--- config.mk ---
export PLATFORM = sky130hd
export DESIGN_NAME = lms_dsp_ctrl_flat
export DESIGN_NICKNAME = d
export VERILOG_FILES = /design/src/rtl/lms_dsp_ctrl_if.sv /design/src/rtl/lms_dsp_ctrl.sv /design/src/flat_wrapper.sv
export SDC_FILE = /design/constraint.sdc
export NUM_CORES = 1
export LEC_CHECK = 0
export CAP_MARGIN = 20
export CORE_MARGIN = 1
export CORE_UTILIZATION = 30
export CTS_BUF_LIST = sky130_fd_sc_hd__clkbuf_4
export DETAILED_ROUTE_END_ITERATION = 10
export HOLD_SLACK_MARGIN = 0.06
export MAX_ROUTING_LAYER = met4
export RECOVER_POWER = 50
export SETUP_SLACK_MARGIN = 0.02
export SLEW_MARGIN = 10
export SYNTH_ARGS = -nofsm -noshare
export SYNTH_HDL_FRONTEND = slang
export SYNTH_SLANG_ARGS = --single-unit
--- constraint.sdc ---
create_clock -name clk_clk -period 7.8 [get_ports clk_clk]
set_clock_uncertainty 0.05 [all_clocks]
set_input_delay 1.56 -clock clk_clk [delete_from_list [all_inputs] [get_ports clk_clk]]
set_output_delay 1.56 -clock clk_clk [all_outputs]
set_load 0.01 [all_outputs]
--- src/rtl/lms_dsp_ctrl_if.sv ---
// Sample-stream bundle around the lms_dsp FIR / preamble-detect chain.
// Ports: baseband in, FIR sink out, detector source in, burst out.
`timescale 1ns/1ps
interface lms_dsp_ctrl_if #(
    parameter int DW = 24
);
    logic [DW-1:0] in_data;
    logic          in_valid;
    logic [1:0]    in_error;
    logic [DW-1:0] fir_sink_data;
    logic          fir_sink_valid;
    logic [1:0]    fir_sink_error;
    logic [DW-1:0] det_data;
    logic          det_valid;
    logic [DW-1:0] out_data;
    logic          out_valid;

    modport master (
        output in_data, in_valid, in_error,
        output det_data, det_valid,
        input  fir_sink_data, fir_sink_valid, fir_sink_error,
        input  out_data, out_valid
    );

    modport slave (
        input  in_data, in_valid, in_error,
        input  det_data, det_valid,
        output fir_sink_data, fir_sink_valid, fir_sink_error,
        output out_data, out_valid
    );
endinterface

--- src/rtl/lms_dsp_ctrl.sv ---
// Flush / search / capture sequencer around the lms_dsp FIR and detector.
// Ports: clk_clk, reset_reset, cfg_* config, bus (streams), status outputs.
`timescale 1ns/1ps
module lms_dsp_ctrl #(
    parameter int DW        = 24,
    parameter int FLUSH_LEN = 64,
    parameter int CNT_W     = 16
) (
    input  logic             clk_clk,
    input  logic             reset_reset,
    input  logic             cfg_en,
    input  logic [DW-1:0]    cfg_threshold,
    input  logic [CNT_W-1:0] cfg_capture_len,
    input  logic [CNT_W-1:0] cfg_timeout,
    lms_dsp_ctrl_if.slave    bus,
    output logic             busy,
    output logic [1:0]       state_o,
    output logic             capture_done,
    output logic             timeout_pulse,
    output logic             err_sticky,
    output logic [CNT_W-1:0] hit_cnt
);
    localparam int FCW = $clog2(FLUSH_LEN + 1);
    localparam logic [FCW-1:0] FLUSH_LAST = FCW'(FLUSH_LEN - 1);

    typedef enum logic [1:0] {
        IDLE    = 2'd0,
        FLUSH   = 2'd1,
        SEARCH  = 2'd2,
        CAPTURE = 2'd3
    } state_t;

    state_t           state_q, state_d;
    logic [FCW-1:0]   flush_cnt_q, flush_cnt_d;
    logic [CNT_W-1:0] tmo_cnt_q, tmo_cnt_d;
    logic [CNT_W-1:0] burst_cnt_q, burst_cnt_d;
    logic [DW-1:0]    thr_q, thr_d;
    logic [CNT_W-1:0] cap_q, cap_d;
    logic [CNT_W-1:0] tmo_lim_q, tmo_lim_d;
    logic [DW-1:0]    fir_data_q, fir_data_d;
    logic             fir_valid_q, fir_valid_d;
    logic [1:0]       fir_err_q, fir_err_d;
    logic [DW-1:0]    out_data_q, out_data_d;
    logic             out_valid_q, out_valid_d;
    logic             busy_q, busy_d;
    logic             done_q, done_d;
    logic             tpulse_q, tpulse_d;
    logic             err_q, err_d;
    logic [CNT_W-1:0] hit_q, hit_d;

    logic [CNT_W-1:0] tmo_next;
    logic [CNT_W-1:0] burst_next;
    logic [CNT_W-1:0] cap_eff;
    logic [CNT_W-1:0] hit_inc;
    logic             hit;
    logic             streaming;

    always_comb begin
        state_d     = state_q;
        flush_cnt_d = flush_cnt_q;
        tmo_cnt_d   = tmo_cnt_q;
        burst_cnt_d = burst_cnt_q;
        thr_d       = thr_q;
        cap_d       = cap_q;
        tmo_lim_d   = tmo_lim_q;
        fir_data_d  = '0;
        fir_valid_d = 1'b0;
        fir_err_d   = '0;
        out_data_d  = '0;
        out_valid_d = 1'b0;
        done_d      = 1'b0;
        tpulse_d    = 1'b0;
        err_d       = err_q;
        hit_d       = hit_q;

        tmo_next   = tmo_cnt_q + CNT_W'(bus.in_valid);
        burst_next = burst_cnt_q + CNT_W'(1);
        cap_eff    = (cap_q == '0) ? CNT_W'(1) : cap_q;
        hit_inc    = (&hit_q) ? hit_q : hit_q + CNT_W'(1);
        hit        = bus.det_valid && (bus.det_data >= thr_q);
        streaming  = (state_q == SEARCH) || (state_q == CAPTURE);

        // Input streaming is common to SEARCH and CAPTURE; a timeout
        // below overrides it with the re-arm flush.
        if (cfg_en && streaming && bus.in_valid) begin
            fir_valid_d = 1'b1;
            fir_data_d  = bus.in_data;
            fir_err_d   = bus.in_error;
            if (bus.in_error != 2'b00) begin
                err_d = 1'b1;
            end
        end

        if (!cfg_en) begin
            state_d = IDLE;
        end else begin
            unique case (state_q)
                IDLE: begin
                    state_d     = FLUSH;
                    flush_cnt_d = '0;
                    fir_valid_d = 1'b1;
                    thr_d       = cfg_threshold;
                    cap_d       = cfg_capture_len;
                    tmo_lim_d   = cfg_timeout;
                    err_d       = 1'b0;
                    hit_d       = '0;
                end
                FLUSH: begin
                    if (flush_cnt_q == FLUSH_LAST) begin
                        state_d   = SEARCH;
                        tmo_cnt_d = '0;
                    end else begin
                        flush_cnt_d = flush_cnt_q + FCW'(1);
                        fir_valid_d = 1'b1;
                    end
                end
                SEARCH: begin
                    if (hit) begin
                        out_valid_d = 1'b1;
                        out_data_d  = bus.det_data;
                        burst_cnt_d = CNT_W'(1);
                        if (cap_eff == CNT_W'(1)) begin
                            done_d    = 1'b1;
                            hit_d     = hit_inc;
                            tmo_cnt_d = '0;
                        end else begin
                            state_d = CAPTURE;
                        end
                    end else if (bus.in_valid && tmo_lim_q != '0
                                 && tmo_next == tmo_lim_q) begin
                        tpulse_d    = 1'b1;
                        state_d     = FLUSH;
                        flush_cnt_d = '0;
                        fir_valid_d = 1'b1;
                        fir_data_d  = '0;
                        fir_err_d   = '0;
                    end else begin
                        tmo_cnt_d = tmo_next;
                    end
                end
                CAPTURE: begin
                    if (bus.det_valid) begin
                        out_valid_d = 1'b1;
                        out_data_d  = bus.det_data;
                        burst_cnt_d = burst_next;
                        if (burst_next == cap_eff) begin
                            done_d    = 1'b1;
                            hit_d     = hit_inc;
                            state_d   = SEARCH;
                            tmo_cnt_d = '0;
                        end
                    end
                end
            endcase
        end

        busy_d = (state_d != IDLE);
    end

    always_ff @(posedge clk_clk or posedge reset_reset) begin
        if (reset_reset) begin
            state_q     <= IDLE;
            flush_cnt_q <= '0;
            tmo_cnt_q   <= '0;
            burst_cnt_q <= '0;
            thr_q       <= '0;
            cap_q       <= '0;
            tmo_lim_q   <= '0;
            fir_data_q  <= '0;
            fir_valid_q <= 1'b0;
            fir_err_q   <= '0;
            out_data_q  <= '0;
            out_valid_q <= 1'b0;
            busy_q      <= 1'b0;
            done_q      <= 1'b0;
            tpulse_q    <= 1'b0;
            err_q       <= 1'b0;
            hit_q       <= '0;
        end else begin
            state_q     <= state_d;
            flush_cnt_q <= flush_cnt_d;
            tmo_cnt_q   <= tmo_cnt_d;
            burst_cnt_q <= burst_cnt_d;
            thr_q       <= thr_d;
            cap_q       <= cap_d;
            tmo_lim_q   <= tmo_lim_d;
            fir_data_q  <= fir_data_d;
            fir_valid_q <= fir_valid_d;
            fir_err_q   <= fir_err_d;
            out_data_q  <= out_data_d;
            out_valid_q <= out_valid_d;
            busy_q      <= busy_d;
            done_q      <= done_d;
            tpulse_q    <= tpulse_d;
            err_q       <= err_d;
            hit_q       <= hit_d;
        end
    end

    assign bus.fir_sink_data  = fir_data_q;
    assign bus.fir_sink_valid = fir_valid_q;
    assign bus.fir_sink_error = fir_err_q;
    assign bus.out_data       = out_data_q;
    assign bus.out_valid      = out_valid_q;
    assign busy               = busy_q;
    assign state_o            = state_q;
    assign capture_done       = done_q;
    assign timeout_pulse      = tpulse_q;
    assign err_sticky         = err_q;
    assign hit_cnt            = hit_q;
endmodule

--- src/flat_wrapper.sv ---
// flat-port wrapper written by rule: the top's interface ports become plain ports
module lms_dsp_ctrl_flat 
#(
    parameter int DW        = 24,
    parameter int FLUSH_LEN = 64,
    parameter int CNT_W     = 16
)
  (clk_clk, reset_reset, cfg_en, cfg_threshold, cfg_capture_len, cfg_timeout, busy, state_o, capture_done, timeout_pulse, err_sticky, hit_cnt, bus_in_data, bus_in_valid, bus_in_error, bus_det_data, bus_det_valid, bus_fir_sink_data, bus_fir_sink_valid, bus_fir_sink_error, bus_out_data, bus_out_valid);
  lms_dsp_ctrl_if #(.DW(DW)) bus_i ();
  input  logic clk_clk;
  input  logic reset_reset;
  input  logic cfg_en;
  input  logic [DW-1:0] cfg_threshold;
  input  logic [CNT_W-1:0] cfg_capture_len;
  input  logic [CNT_W-1:0] cfg_timeout;
  output logic busy;
  output logic [1:0] state_o;
  output logic capture_done;
  output logic timeout_pulse;
  output logic err_sticky;
  output logic [CNT_W-1:0] hit_cnt;
  input wire logic [$bits(bus_i.in_data)-1:0] bus_in_data;
  input wire logic [$bits(bus_i.in_valid)-1:0] bus_in_valid;
  input wire logic [$bits(bus_i.in_error)-1:0] bus_in_error;
  input wire logic [$bits(bus_i.det_data)-1:0] bus_det_data;
  input wire logic [$bits(bus_i.det_valid)-1:0] bus_det_valid;
  output wire logic [$bits(bus_i.fir_sink_data)-1:0] bus_fir_sink_data;
  output wire logic [$bits(bus_i.fir_sink_valid)-1:0] bus_fir_sink_valid;
  output wire logic [$bits(bus_i.fir_sink_error)-1:0] bus_fir_sink_error;
  output wire logic [$bits(bus_i.out_data)-1:0] bus_out_data;
  output wire logic [$bits(bus_i.out_valid)-1:0] bus_out_valid;
  assign bus_i.in_data = bus_in_data;
  assign bus_i.in_valid = bus_in_valid;
  assign bus_i.in_error = bus_in_error;
  assign bus_i.det_data = bus_det_data;
  assign bus_i.det_valid = bus_det_valid;
  assign bus_fir_sink_data = bus_i.fir_sink_data;
  assign bus_fir_sink_valid = bus_i.fir_sink_valid;
  assign bus_fir_sink_error = bus_i.fir_sink_error;
  assign bus_out_data = bus_i.out_data;
  assign bus_out_valid = bus_i.out_valid;
  lms_dsp_ctrl #(.DW(DW), .FLUSH_LEN(FLUSH_LEN), .CNT_W(CNT_W)) u_core (.clk_clk(clk_clk), .reset_reset(reset_reset), .cfg_en(cfg_en), .cfg_threshold(cfg_threshold), .cfg_capture_len(cfg_capture_len), .cfg_timeout(cfg_timeout), .bus(bus_i), .busy(busy), .state_o(state_o), .capture_done(capture_done), .timeout_pulse(timeout_pulse), .err_sticky(err_sticky), .hit_cnt(hit_cnt));
endmodule
==> results of run 1 <==
## state kept, by name, indices dropped and copies added (netlist names)
name                       cells
u_core.bus.fir_sink_data      24
u_core.bus.out_data           24
u_core.thr_q                  24
u_core.burst_cnt_q            16
u_core.cap_q                  16
u_core.hit_cnt                16
u_core.tmo_cnt_q              16
u_core.tmo_lim_q              16
u_core.flush_cnt_q             7
u_core.bus.fir_sink_error      2
u_core.state_o                 2
u_core.bus.fir_sink_valid      1
u_core.bus.out_valid           1
u_core.busy                    1
u_core.capture_done            1
u_core.err_sticky              1
u_core.timeout_pulse           1
## Yosys cell counts, types with 3 or more instances
| library cell | count | share of area |
|---|---|---|
| a211oi_1 | 4 | 0.0034 |
| a21boi_0 | 3 | 0.0026 |
| a21o_1 | 5 | 0.0043 |
| a21oi_1 | 21 | 0.012 |
| a31oi_1 | 6 | 0.0043 |
| and2_1 | 52 | 0.037 |
| and3_1 | 10 | 0.0072 |
| and3b_1 | 4 | 0.0040 |
| and4_1 | 4 | 0.0040 |
| buf_2 | 14 | 0.0080 |
| buf_4 | 3 | 0.0026 |
| clkbuf_1 | 28 | 0.012 |
| dfrtp_1 | 169 | 0.49 |
| ha_1 | 29 | 0.042 |
| inv_1 | 35 | 0.015 |
| mux2_2 | 31 | 0.040 |
| nand2_1 | 83 | 0.036 |
| nand2b_1 | 12 | 0.0086 |
| nand3_1 | 27 | 0.016 |
| nand3b_1 | 5 | 0.0043 |
| nand4_1 | 18 | 0.013 |
| nor2_1 | 57 | 0.025 |
| nor2b_1 | 8 | 0.0057 |
| nor3_1 | 15 | 0.0086 |
| nor4_1 | 17 | 0.012 |
| o211ai_1 | 5 | 0.0043 |
| o21a_1 | 3 | 0.0026 |
| o21ai_0 | 77 | 0.044 |
| o21ai_1 | 7 | 0.0040 |
| o22ai_1 | 4 | 0.0029 |
| o31ai_1 | 19 | 0.016 |
| o41ai_1 | 5 | 0.0050 |
| or3_1 | 7 | 0.0050 |
| or4_1 | 7 | 0.0060 |
| xnor2_1 | 28 | 0.028 |
| xor2_1 | 12 | 0.012 |
## how the worst max path moves through the flow
stage,start,end,slack (ns),depth (start not counted)
2_1_floorplan,reset_reset,u_core.burst_cnt_q[0],1.61,1
3_3_place_gp,bus_in_valid,u_core.tmo_cnt_q[11],2.06,11
3_5_place_dp,bus_in_valid,u_core.tmo_cnt_q[14],1.92,11
4_1_cts,bus_in_valid,u_core.tmo_cnt_q[13],2.61,11
5_1_grt,reset_reset,u_core.bus.out_data[3],1.51,3
6_report,reset_reset,u_core.thr_q[15],2.43,3
## area by class of cell
cell class                      instances  share of cell area
Clock inverter                         14              0.0113
Inverter                               35              0.0119
Clock buffer                           18              0.0121
Antenna cell                            3            0.000674
Tap cell                              384              0.0431
Sequential cell                       169               0.380
Timing Repair Buffer                  189               0.170
Multi-Input combinational cell        629               0.371
## routing by layer
layer	vias to the layer above	GRT usage
li1	3449	-
met3	13	0.0320
met1	3465	0.226
met2	218	0.244
met4	0	0.0431
met5	-	-
## critical path: stages
cell and delay, ns:
dlygate4sd3_1 0.54, clkinvlp_2 0.70, clkbuf_1 2.43
## cells by family (layout without fill, tap and decap cells)
family	count (synthesis)	count (layout)	share of synthesized area
compound gates	182	182	0.133
flops	169	169	0.486
mux	33	33	0.0424
xor+xnor	40	40	0.0402
fa+ha+maj	30	30	0.0428
other cells	0	3	0
simple gates	344	344	0.215
buf+inv	83	256	0.0408
## report_power, final
group          internal, mW  total, mW  switching, mW
combinational         0.138      0.261          0.124
clock                 0.163      0.501          0.338
sequential            0.922      0.967         0.0451
total                  1.22       1.73          0.507
## metrics by stage
step / cells / power (mW) / setup slack [ns]
floorplan: 881 / 1.13 / 1.61
global placement: 1405 / 1.24 / 2.06
detailed placement: 1405 / 1.25 / 1.92
CTS: 1437 / 1.76 / 2.61
global route: 1441 / 1.83 / 1.51
finish: 1441 / 1.73 / 2.43
==> out/metrics.cfg, run 1 <==
[status]
outcome = finished with violations
violations = capacitance limit, slew limit

[setup_path]
critPathKind = in -> async
crit_fanout = 62
worstPathRequired_ns = 7.72
ff2ff_setup_slack_ns = 3.62
worstPathArrival_ns = 5.29
r2r_start = u_core.burst_cnt_q[0]
cp-end-kind = asynchronous set/reset pin
start_kind = input port
regToRegEndpoint = u_core.tmo_cnt_q[7]
reg2reg_depth = 10

[synthesis]
synth_edf_count = 0
synth_seq_cells = 169
synthesis.nets = 1021
synth_seq_area_share = 0.486
syn_area_per_cell_um2 = 9.88
syn_inst = 881
postSynth.asyncResetShare = 1.00
yosys_warnings = 0
yosysUniqueCellTypes = 73
synth-main-ff-cell = dfrtp_1
syn_area_um2 = 8710

[hold_path]
whs_endpoint = u_core.flush_cnt_q[5]
worst_hold_path_type = reg -> reg
hp-start = u_core.flush_cnt_q[5]
min_path_cells = 1

[sta]
fmax_mhz = 186
finalSetupTns_ns = 0
rsz0062_at_grt = no
slew_violations = 63
period_share = 0.689
setup_viol = 0
fin_hold_ws_ns = 0.443
layout_min_cycle_time_ns = 5.37
slew_headroom = -1.25
worst_pin_slew_ns = 3.37
finalHoldViolCount = 0

[placed_design]
portBuffers = 184
dp_hpwl_mm = 16.6
place_congestion = 0.876
post_dp_cell_area_um2 = 10800

[finish]
multi_input_comb_area_um2 = 4130
drive_above_1_share = 0.0787
final_common_cell = dfrtp_1
fin_util = 0.389
final_area_um2 = 11100
fin_nets = 1181
final_cell_mix = 169 x dfrtp_1, 146 x clkdlybuf4s50_1, 83 x nand2_1, 77 x o21ai_0, 56 x nor2_1
area_growth_pct = 27.9
register_area_um2 = 4230
nFillCells = 2815

[drt]
routedWlPerCell_um = 16.2
drt_iter0_drc = 497
route.vias.total = 7145
drcViolationCount = 0
dr_wl_met3_mm = 1.32
top_layer = met4
wl_met2_mm = 10.8
drtPass1Iterations = 5
ant_nets = 0
vias_per_cell = 4.96
drt_wl_total_mm = 23.3
wl_met1_mm = 10.9

[run]
drv_cap = 1

[die]
start_util = 0.304
dieHeight_um = 172
core_area_um2 = 28600
dieArea_um2 = 29700
num_rows = 62
ios = 185
die_width_um = 172

[clock_network]
clk_pin_slew_worst_paths_ns = 0.16
cts_tree = yes
numCtsBuffers = 17
cts_resized = 0
clockBufferDepth = 2
clkLatencyLatePin_ns = 0.60
clockRootBuffer = clkbuf_4
h-tree-depth = 4
holdBufCountCts = 0
post_cts_buffers = 0
clock-sinks = 169

[global_route]
grt_pass1_wl_mm = 36.5
grt_max_degree = 109
grt.overflow.total = 0
grt_usage = 0.164
grt_antenna_before_repair = 3
grt_pass1_vias = 6714

[pwr]
ir_drop_uv = 63.7
leakage_nw = 4.74
powerDensity_nw_per_um2 = 155

No activity file was read; power rests on OpenSTA's default activity.
==> run 2, diff against run 1 <==
==> constraint.sdc (replaced) <==
create_clock -name clk_clk -period 5 [get_ports clk_clk]
set_clock_uncertainty 0.05 [all_clocks]
set_input_delay 1 -clock clk_clk [delete_from_list [all_inputs] [get_ports clk_clk]]
set_output_delay 1 -clock clk_clk [all_outputs]
set_load 0.01 [all_outputs]
==> run 2 against run 1 <==
  * The flow still finishes with violations (capacitance limit, slew limit)
  * Combinational power up 56%
  * Critical endpoint is now u_core.flush_cnt_q[3]
  * Largest cell class unchanged
  * Cell area up 0.61%
  * Largest power group unchanged
  * Core utilization up 0.24 points
  * First-iteration DRC count down 0.40%
  * Cell count up 0.35%
  * Register-to-register slack worse by 2.5 ns
  * Sequential share of layout area down 0.23 points
==> out/metrics.cfg, run 2 (synthesis results as in run 1) <==
[setup_path]
startpoint = bus_in_valid
cp_slowest_cell = clkdlybuf4s50_1
worstPathArrival_ns = 4.36
worstPathCellList = clkdlybuf4s50_1 > ha_1 > nand4_1 > or4_1 > a32oi_1 > o211ai_1 > nor4_1 > buf_4 > nor3b_1 > o21ai_1 > o21ai_0 > o21ai_0
worstPathRequired_ns = 5.40
crit_top_cell = o21ai_0
reg2reg_depth = 10
regToRegEndpoint = u_core.hit_cnt[7]
crit_fanout = 9
critPathKind = in -> reg
r2r_start = u_core.burst_cnt_q[0]
ff2ff_setup_slack_ns = 1.16
max_stage_delay_ns = 0.53
start_kind = input port
cp-end-kind = register

[die]
die_width_um = 172
core_area_um2 = 28600
dieHeight_um = 172
ios = 185
start_util = 0.304
dieArea_um2 = 29700
num_rows = 62

[global_route]
grt_pass1_vias = 6807
grt_max_degree = 170
grt_pass1_wl_mm = 36.4
grt_usage = 0.162
grt.overflow.total = 0
grt_antenna_before_repair = 1

[drt]
drt_wl_total_mm = 23.0
ant_nets = 0
drcViolationCount = 0
routedWlPerCell_um = 15.9
dr_wl_met3_mm = 1.34
wl_met1_mm = 10.9
route.vias.total = 7117
drtPass1Iterations = 5
drt_iter0_drc = 495
top_layer = met4
vias_per_cell = 4.92
wl_met2_mm = 10.4

[sta]
slew_violations = 170
worst_pin_slew_ns = 2.39
slew_headroom = -0.596
period_share = 0.791
finalSetupTns_ns = 0
setup_viol = 0
fmax_mhz = 253
finalHoldViolCount = 0
layout_min_cycle_time_ns = 3.96
rsz0062_at_grt = no

[finish]
drive_above_1_share = 0.0839
nFillCells = 2817
final_cell_mix = 169 x dfrtp_1, 147 x clkdlybuf4s50_1, 83 x nand2_1, 77 x o21ai_0, 56 x nor2_1
fin_util = 0.391
final_common_cell = dfrtp_1
fin_nets = 1188
register_area_um2 = 4230
area_growth_pct = 28.7
fin_cells = 1446
multi_input_comb_area_um2 = 4130

[clock_network]
numCtsBuffers = 17
clk_pin_slew_worst_paths_ns = 0.13
clock-sinks = 169
clockRootBuffer = clkbuf_4
clkLatencyLatePin_ns = 0.59
post_cts_buffers = 0
cts_resized = 0
holdBufCountCts = 0
clockBufferDepth = 2
h-tree-depth = 4
cts_tree = yes

[status]
violations = capacitance limit, slew limit
outcome = finished with violations

[placed_design]
dp_hpwl_mm = 16.4
dp_cells = 1413
portBuffers = 184
place_congestion = 0.883

[pwr]
powerDensity_nw_per_um2 = 245
leakage_nw = 4.77
ir_drop_uv = 106
power.total_mw = 2.74

[hold_path]
worst_hold_path_type = reg -> reg
whs_endpoint = u_core.flush_cnt_q[5]
hp-start = u_core.flush_cnt_q[5]
min_path_cells = 1

[run]
drv_cap = 1

==> run 2: changes by cell type in the layout (fill, tap and decap cells not counted), moves of 2 or more <==
cell	delta
buf_4	+6
clkbuf_4	+2
clkinv_2	-3
clkinv_4	-4
clkinvlp_4	+2
diode_2	-2
inv_6	+3
==> run 2: report_power, final <==
group	internal, mW	switching, mW
Sequential	1.44	0.0672
Combinational	0.215	0.191
Clock	0.312	0.516
Total	1.97	0.774
==> run 2: worst max-delay path by stage <==
stage                       endpoint  slack [ns]  depth (start not counted)
2_1_floorplan    u_core.tmo_cnt_q[3]        1.45                         12
3_3_place_gp       u_core.hit_cnt[7]        0.46                         12
3_5_place_dp       u_core.hit_cnt[7]        0.44                         12
4_1_cts            u_core.hit_cnt[7]        1.08                         12
5_1_grt          u_core.tmo_cnt_q[7]        0.76                         12
6_report       u_core.flush_cnt_q[3]        1.04                         12
==> run 2: cell type report <==
cell class	instances	area share
antenna	1	0.000223
clock buffer	19	0.0127
inverter	35	0.0121
sequential	169	0.377
clock inverter	13	0.0128
multi-input combinational	629	0.369
timing repair buffer	196	0.173
tap	384	0.0429
==> run 2: metal layers <==
| metal | vias to the layer above | track usage |
|---|---|---|
| li1 | 3452 | - |
| met1 | 3424 | 0.219 |
| met2 | 223 | 0.247 |
| met3 | 18 | 0.0311 |
| met4 | 0 | 0.0435 |
| met5 | - | - |
==> run 2: metrics by stage <==
step	instance area, um^2	setup WS [ns]	hold WS (ns)
final	11200	1.04	0.449
after floorplan	8710	1.45	0.396
after global placement	10900	0.464	0.420
after detailed placement	10900	0.441	0.427
after global routing	11200	0.757	0.469
after CTS	11200	1.08	0.450
==> run 2: worst max-delay path: cells and delay by family <==
kind | cells | cell delay, ns
simple gates | 4 | 1.45
compound gates | 5 | 0.99
buf+inv | 2 | 0.70
fa+ha+maj | 1 | 0.21
